File: src/rtl/iq_ctrl_param.sv
// rtl/iq_ctrl_param.sv - parametrised instruction-queue controller with age-matrix issue select
//
// Purpose: tracks DEPTH queue entries (valid bits plus a pairwise age matrix),
// grants free slots to NLOAD dispatch ports and issues the oldest operand-ready
// entries to NISSUE execution units, all with zero-latency combinational grants.
//
// Ports:
//   clock        rising-edge clock
//   reset        synchronous active-high; empties the queue and masks all grants
//   iq_loads     [NLOAD]        dispatch port p presents an instruction
//   exe_ready    [NISSUE]       execution unit u can accept an instruction
//   ops_ready    [DEPTH]        entry i has all operands available
//   flush        [DEPTH]        invalidate entry i at the next edge
//   load         [DEPTH*NLOAD]  bit i*NLOAD+p: port p writes entry i
//   load_accept  [NLOAD]        port p received a slot this cycle
//   issue        [DEPTH*NISSUE] bit i*NISSUE+u: entry i issues to unit u
//   valid        [DEPTH]        registered entry-valid bits
//   count        [CW]           registered popcount of valid
//   full         1              registered, count == DEPTH
module iq_ctrl_param #(
  parameter int DEPTH  = 4,
  parameter int NLOAD  = 2,
  parameter int NISSUE = 2,
  parameter int CW     = $clog2(DEPTH + 1)
) (
  input  logic                     clock,
  input  logic                     reset,
  input  logic [NLOAD-1:0]         iq_loads,
  input  logic [NISSUE-1:0]        exe_ready,
  input  logic [DEPTH-1:0]         ops_ready,
  input  logic [DEPTH-1:0]         flush,
  output logic [DEPTH*NLOAD-1:0]   load,
  output logic [NLOAD-1:0]         load_accept,
  output logic [DEPTH*NISSUE-1:0]  issue,
  output logic [DEPTH-1:0]         valid,
  output logic [CW-1:0]            count,
  output logic                     full
);

  // Upper-triangle age bits, packed row by row: (0,1),(0,2)..(0,D-1),(1,2)..
  localparam int NA = DEPTH * (DEPTH - 1) / 2;

  function automatic int idx(input int i, input int j);
    return i * DEPTH - (i * (i + 1)) / 2 + (j - i - 1);
  endfunction

  logic [DEPTH-1:0] valid_q, valid_d;
  logic [NA-1:0]    age_q, age_d;
  logic [CW-1:0]    count_q, count_d;
  logic             full_q, full_d;

  logic [DEPTH-1:0] loaded;
  logic [DEPTH-1:0] issued;
  logic [DEPTH-1:0] survive;

  // Load grant: ports in index order each take the lowest free, unflushed slot.
  always_comb begin
    logic [DEPTH-1:0] avail;
    logic             found;
    load        = '0;
    load_accept = '0;
    loaded      = '0;
    avail       = ~valid_q & ~flush;
    found       = 1'b0;
    for (int p = 0; p < NLOAD; p++) begin
      found = 1'b0;
      if (iq_loads[p] && !reset) begin
        for (int i = 0; i < DEPTH; i++) begin
          if (!found && avail[i]) begin
            load[i*NLOAD+p] = 1'b1;
            load_accept[p]  = 1'b1;
            loaded[i]       = 1'b1;
            avail[i]        = 1'b0;
            found           = 1'b1;
          end
        end
      end
    end
  end

  // Issue select: each ready unit takes the oldest remaining eligible entry.
  // An entry is oldest when it is older than every other remaining eligible one.
  always_comb begin
    logic [DEPTH-1:0] elig;
    logic             picked;
    logic             is_old;
    logic             older_ij;
    issue    = '0;
    issued   = '0;
    elig     = valid_q & ops_ready & ~flush;
    picked   = 1'b0;
    is_old   = 1'b0;
    older_ij = 1'b0;
    for (int u = 0; u < NISSUE; u++) begin
      picked = 1'b0;
      if (exe_ready[u] && !reset) begin
        for (int i = 0; i < DEPTH; i++) begin
          is_old = elig[i];
          for (int j = 0; j < DEPTH; j++) begin
            if (j != i) begin
              // Both entries are valid here, so the lower-triangle relation
              // is simply the complement of the stored upper-triangle bit.
              older_ij = (i < j) ? age_q[idx(i, j)] : ~age_q[idx(j, i)];
              if (elig[j] && !older_ij) begin
                is_old = 1'b0;
              end
            end
          end
          if (is_old && !picked) begin
            issue[i*NISSUE+u] = 1'b1;
            issued[i]         = 1'b1;
            elig[i]           = 1'b0;
            picked            = 1'b1;
          end
        end
      end
    end
  end

  // Next-state: valid, age matrix, occupancy.
  always_comb begin
    survive = valid_q & ~issued & ~flush;
    valid_d = survive | (loaded & ~flush);
    age_d   = '0;
    count_d = '0;
    for (int i = 0; i < DEPTH; i++) begin
      for (int j = i + 1; j < DEPTH; j++) begin
        if (!valid_d[i]) begin
          age_d[idx(i, j)] = 1'b0;
        end else if (!valid_d[j]) begin
          age_d[idx(i, j)] = 1'b1;
        end else if (survive[i] && survive[j]) begin
          age_d[idx(i, j)] = age_q[idx(i, j)];
        end else if (survive[i]) begin
          age_d[idx(i, j)] = 1'b1;
        end else if (survive[j]) begin
          age_d[idx(i, j)] = 1'b0;
        end else begin
          // Both loaded: lower ports always receive lower entry indices, so
          // entry i (i<j) came from the lower, hence older, port.
          age_d[idx(i, j)] = 1'b1;
        end
      end
      count_d = count_d + CW'(valid_d[i]);
    end
    full_d = (count_d == CW'(DEPTH));
  end

  always_ff @(posedge clock) begin
    if (reset) begin
      valid_q <= '0;
      age_q   <= '0;
      count_q <= '0;
      full_q  <= 1'b0;
    end else begin
      valid_q <= valid_d;
      age_q   <= age_d;
      count_q <= count_d;
      full_q  <= full_d;
    end
  end

  assign valid = valid_q;
  assign count = count_q;
  assign full  = full_q;

endmodule

File: config.mk
export PLATFORM = sky130hd
export DESIGN_NAME = iq_ctrl_param
export DESIGN_NICKNAME = d
export VERILOG_FILES = /design/src/rtl/iq_ctrl_param.sv
export SDC_FILE = /design/constraint.sdc
export NUM_CORES = 1
export LEC_CHECK = 0
export ABC_AREA = 0
export CAP_MARGIN = 0
export CORE_UTILIZATION = 46
export DETAILED_ROUTE_END_ITERATION = 10
export PLACE_DENSITY = 0.84
export SLEW_MARGIN = 10
export SYNTH_ARGS = -nofsm -noshare
export SYNTH_HDL_FRONTEND = slang
export SYNTH_SLANG_ARGS = --single-unit
File: constraint.sdc
create_clock -name clock -period 5.2 [get_ports clock]
set_input_delay 1.04 -clock clock [delete_from_list [all_inputs] [get_ports clock]]
set_output_delay 1.04 -clock clock [all_outputs]
set_load 0.02 [all_outputs]
Yosys cells after proc, flatten, opt, wreduce, memory -nomap -nowiden
Cells that the tools add are included.

Flip-flop bits (word level): 14. Bits in latches: 0. Bits in writable memories: 0. ROM bits: 0. Input port bits: 14. Output and inout port bits: 26. Logic and storage cells: 243. Memories: 0.

Add/sub/neg operators: 3. Multipliers: 0. Div/mod/pow operators: 0. Magnitude comparators: 0. Eq/ne operators: 7. Shift-type cells: 0. Muxes and demuxes: 143. Bitwise gates (word level): 13. Reductions and logical operators: 68.

Operators by type and width (number): $mux 1 (137); $logic_and 1x1->1 (46); $and 4x4->4 (6); $mux 4 (6); $logic_not 1->1 (19); $ne 2x2->1 const B (6); $not 4->4 (3); $reduce_or 2->1 (3); $or 4x4->4 (1); $add 2x1->3 (1); $add 3x1->3 (1); $eq 3x3->1 const B (1); $not 1->1 (3); $add 1x1->2 (1).

Logic depth before layout (Yosys ltp)
Gate-level depths: netlist (run 1).

Depth after elaboration: 66. Mapped depth: 16. Gate-level depth less buffers: 14.

Least setup slack after synthesis (run 1)
No wires, ideal clock.

Kind: input to register. From: in flush[1]. To: reg full_q, in the netlist full. Library setup time: 0.115 ns. Data arrival time: 3.926 ns. Required time: 5.085 ns. Path slack: 1.158 ns. Stages: 14. Path buffers: 1. Path through: buf_6 and4bb_2 nor4_1 a211oi_2 nand4_2 a221o_1 a41oi_1 nor3_1 fa_1 inv_1 ha_1 ha_1 nor2b_1 nor3b_1.

Longest elaborated chain between the ends: 62. Elaborated cells on any way between the ends: 140. Classes of those cells: add/sub (3); eq/ne (1); mux (87); bitwise (8); reduce/logical (41).

RTL lines: start: declaration (RTL line 31) `input logic [DEPTH-1:0] flush,`; $not 4->4 (*); $and 4x4->4 (RTL line 90) `elig = valid_q & ops_ready & ~flush;`; $logic_and 1x1->1 (RTL line 104) `if (elig[j] && !older_ij) begin`; $mux 1 (3 in a row) (RTL line 104); $mux 1 (RTL line 96) `if (exe_ready[u] && !reset) begin`; $mux 1 (RTL line 109) `if (is_old && !picked) begin`; $mux 1 (RTL line 96); $logic_and 1x1->1 (RTL line 104); (+44 left out); $mux 1 (RTL line 109); $mux 4 (RTL line 96); $not 4->4 (RTL line 122) `survive = valid_q & ~issued & ~flush;`; $and 4x4->4 (2 in a row) (RTL line 122); $or 4x4->4 (*) (RTL line 123) `valid_d = survive | (loaded & ~flush);`; $add 3x1->3 (*) (RTL line 144) `count_d = count_d + CW'(valid_d[i]);`; named net count_d[2] (RTL line 49) `logic [CW-1:0] count_q, count_d;`; $eq 3x3->1 (*) (RTL line 146) `full_d = (count_d == CW'(DEPTH));`; end signal: assignment (RTL line 159) `full_q <= full_d;`; end: declaration (RTL line 50) `logic full_q, full_d;`.

Mark *: on every way through the listed nets, which the timed path passes. The rest lies on a longest branch. The select of a mux whose other input is x is not followed. A chain may end at the register's enable or synchronous reset.

Worst setup path in the final report (run 1)
From: in flush[3]. To: out issue[5].

Longest elaborated chain between the ends: 48. Elaborated cells on any way between the ends: 80. Classes of those cells: mux (50); bitwise (2); reduce/logical (28).

RTL lines: $not 4->4 (*) (RTL line 90); $and 4x4->4 (*) (RTL line 90); $logic_and 1x1->1 (RTL line 104); $mux 1 (RTL line 104); $mux 1 (RTL line 96); $mux 1 (RTL line 109); $mux 1 (RTL line 96); $logic_and 1x1->1 (RTL line 104); (+31 left out); $mux 1 (RTL line 109); $mux 1 (RTL line 96); $logic_and 1x1->1 (RTL line 104); $mux 1 (2 in a row) (RTL line 104); $mux 1 (RTL line 96); $logic_and 1x1->1 (*) (RTL line 109); $mux 1 (*) (RTL line 109); $mux 1 (*) (RTL line 96); end: declaration (RTL line 34) `output logic [DEPTH*NISSUE-1:0] issue,`.

Every way passes the cells marked *; elsewhere a longest branch is shown, timed or not. The select of a mux whose other input is x is not followed.

==> metrics.txt, run 1 <==
status=finished, final reports clean; final wirelength=3.97 mm; Via density=6.23; Max Freq=0.202 GHz; Crit Path Category=input port to primary output; initial antenna violation count=0; min Tclk post-route=4960 ps; Min Hold Slack=522 ps; P per Cell Area=~170 nW/um2; number of max-cap violations=0; EDFF count, synth=0; area grow syn2layout=33.4%; Rel. slew slack=between 60% and 70%; final-report max-slew violation count=0; CTS tree=yes; Setup crit end kind=primary output; Post-CTS Setup Repair Bufs=0; Clk Latency, worst-skew pair=approximately 270 ps; fin crit share=95.4%; post-CTS resize count=0; Post-CTS Hold Fix Bufs=0; Port-buffer cells=39; top cell type's share of synthesized area=22.2%; Post-synth ARST share=0%; crit path launch=flush[3]; synthesized instance count=163; first-pass GRT wire length=around 6.2 mm; initial drt markers=74; layout cells sized above 1=between 10% and 20%; Seq/Total Area, Yosys=22.2%; measured slew at the worst slew-check pin=551 ps; final hold violations=0; ant diodes=0; Syn Std Cell Area=1260 um2; Post-Syn Area per Cell=between 7 and 8 um2; IO Pins=40; Area contributors post-synth=dfxtp_1 (22%), nor2_1 (5.1%), nand2_1 (4.2%), and4bb_2 (4.0%), buf_6 (3.6%); largest area contributor in the synthesized netlist=dfxtp_1; R2R Path Start=valid[3]$_SDFF_PP0_; Clock Sinks=14; HP Start=age_q[3]$_SDFFE_PP0P_; Pleak=between 0.6 and 0.7 nW; sw frac=30.9%; main flop type after synthesis=dfxtp_1; synth unique cells=50; die span in x=54.4 um; HP Class=register to register; drt wl/cell=17.2 um; switching power=around 0.000088 W; sequential power share=43.1%; hpwl dp=3.20 mm; unrepaired setup endpoints after global routing=false; remaining antenna violation count=0; WP data arrival=slightly below 4000 ps; # setup viols final=0; clock skew=2.27 ps; total gr overflow=0; Synth Register Bits=14; Core ar.=between 2000 and 3000 um2; Rows=18; DR vias=roughly 1,400; required time of the worst setup path=4160 ps; Synthesized Nets=180; number of H-tree levels=1; largest net degree at the start of global routing=14; initial core utilization=49.6%; Max IR drop VDD=roughly 0.00024 V; CTS Buffer Depth=2; startpoint class of the critical path=input port; Residual DRC=0; gpl congestion=0.919; Nets=around 220; yosys warns=0; internal power=0.000196 W; Die Ht=54.4 um; Clock Power Share=26.2%; Worst-path clk slew=80 ps; CTS Buf Count=3; vias in the first global route=1,263; Setup TNS Final=0 ps; Gate power share=30.7%; DR pass1 iterations=4; Worst Path Max Fanout=7; overall routing resource usage=28.9%; die area=roughly 3000 um2; root buffer cell=clkbuf_4
-- worst paths after layout --
path | endpoint | slack, ps | cells after the start
setup / recovery | issue[5] | 240 | 8
hold / removal | age_q[3]$_SDFFE_PP0P_ | 520 | 1
setup reg to reg | full$_SDFF_PP0_ | 1610 | 12
hold reg to reg | age_q[3]$_SDFFE_PP0P_ | 520 | 1
-- metal layers --
layer	track usage [%]	vias up	share of wire [%]
li1	-	696	-
met3	1.67	2	6.4
met5	0	-	0
met4	5.56	0	0.40
met1	40.8	693	44
met2	48.2	48	50
-- stage by stage --
| stage | std cells | total power [W] | worst slack (ps) | instance area (um2) | utilization [%] |
|---|---|---|---|---|---|
| after global placement | 227 | 0.000208 | 277 | 1650 | 64.7 |
| after detailed placement | 227 | 0.000210 | 312 | 1650 | 64.7 |
| after CTS | 231 | 0.000286 | 277 | 1680 | 66.2 |
| final | 231 | 0.000284 | 241 | 1680 | 66.2 |
| after floorplan | 163 | 0.000174 | 1160 | 1260 | - |
| after global routing | 231 | 0.000299 | 97.0 | 1680 | 66.2 |
-- cell families after synthesis --
kind of cell	after synthesis	synth area share, %
buffers and inverters	16	7.23
adders and majority gates	5	5.15
xor gates and xnor gates	2	1.39
DFF	14	22.2
AOI/OAI and AO/OA	46	25.2
and+or+nand+nor	80	38.9
-- registers in the layout, summed over array words and instances (netlist names) --
| register | count |
|---|---|
| age_q | 6 |
| valid | 4 |
| count | 3 |
| full | 1 |
-- power by group through the flow --
stage	Clock (W)	Sequential (W)	Combinational [W]
floorplan	0	0.000125	0.0000497
finish	0.0000744	0.000122	0.0000872
global placement	0	0.000124	0.0000842
detailed placement	0	0.000124	0.0000856
CTS	0.0000775	0.000122	0.0000862
global route	0.0000809	0.000123	0.0000947
-- worst max-delay path, stage by stage --
cell and delay [ps]:
clkdlybuf4s50_1 660, and4bb_2 330, nor4_1 510, or3_1 190
a21oi_1 70, a211oi_1 270, and3_4 250, clkdlybuf4s50_1 600
-- placed cells by master, fill, tap and decap left out, types with 2 or more instances in the layout --
| master | instances |
|---|---|
| clkdlybuf4s50_1 | 39 |
| nor2_1 | 17 |
| nand2_1 | 14 |
| dfxtp_1 | 14 |
| inv_1 | 9 |
| nor3_1 | 7 |
| o21ai_0 | 7 |
| a21oi_1 | 7 |
| nor4_1 | 6 |
| nand3b_1 | 5 |
| nor2b_1 | 5 |
| o22ai_1 | 5 |
| and4bb_2 | 4 |
| a211oi_1 | 4 |
| nand3_1 | 4 |
| nor3b_1 | 3 |
| o21ai_1 | 3 |
| o211ai_1 | 3 |
| a31oi_1 | 3 |
| clkbuf_4 | 3 |
| and3b_2 | 2 |
| and2_1 | 2 |
| o31ai_1 | 2 |
| o21a_1 | 2 |
| maj3_1 | 2 |
| o2bb2ai_1 | 2 |
| ha_1 | 2 |
| buf_4 | 2 |
-- layout make-up --
class	count	area [um2]
Fill cell	232	861
Inverter	9	33.8
Clock buffer	4	36.3
Multi-Input combinational cell	133	891
Timing Repair Buffer	41	405
Sequential cell	14	280
Tap cell	30	37.5
-- Yosys cell counts (2+ instances only) --
cell type / number
o21ai_1: 3
nand2_1: 14
nand3_1: 4
o22ai_1: 5
and4bb_2: 4
o21a_1: 2
and2_1: 2
o31ai_1: 2
and3b_2: 2
nor2_1: 17
maj3_1: 2
nand3b_1: 5
ha_1: 2
o21ai_0: 7
dfxtp_1: 14
a21oi_1: 7
inv_1: 9
nor3_1: 7
nor3b_1: 3
nor2b_1: 5
nor4_1: 6
o2bb2ai_1: 2
o211ai_1: 3
clkbuf_1: 2
a31oi_1: 3
a211oi_1: 4
buf_6: 4
No activity file was read; power rests on OpenSTA's default activity.
==> run 2, diff against run 1 <==
- HOLD_SLACK_MARGIN: default -> 0.05
==> results of run 2 <==
The final DEF is identical to that of run 1; final timing and power are the same.
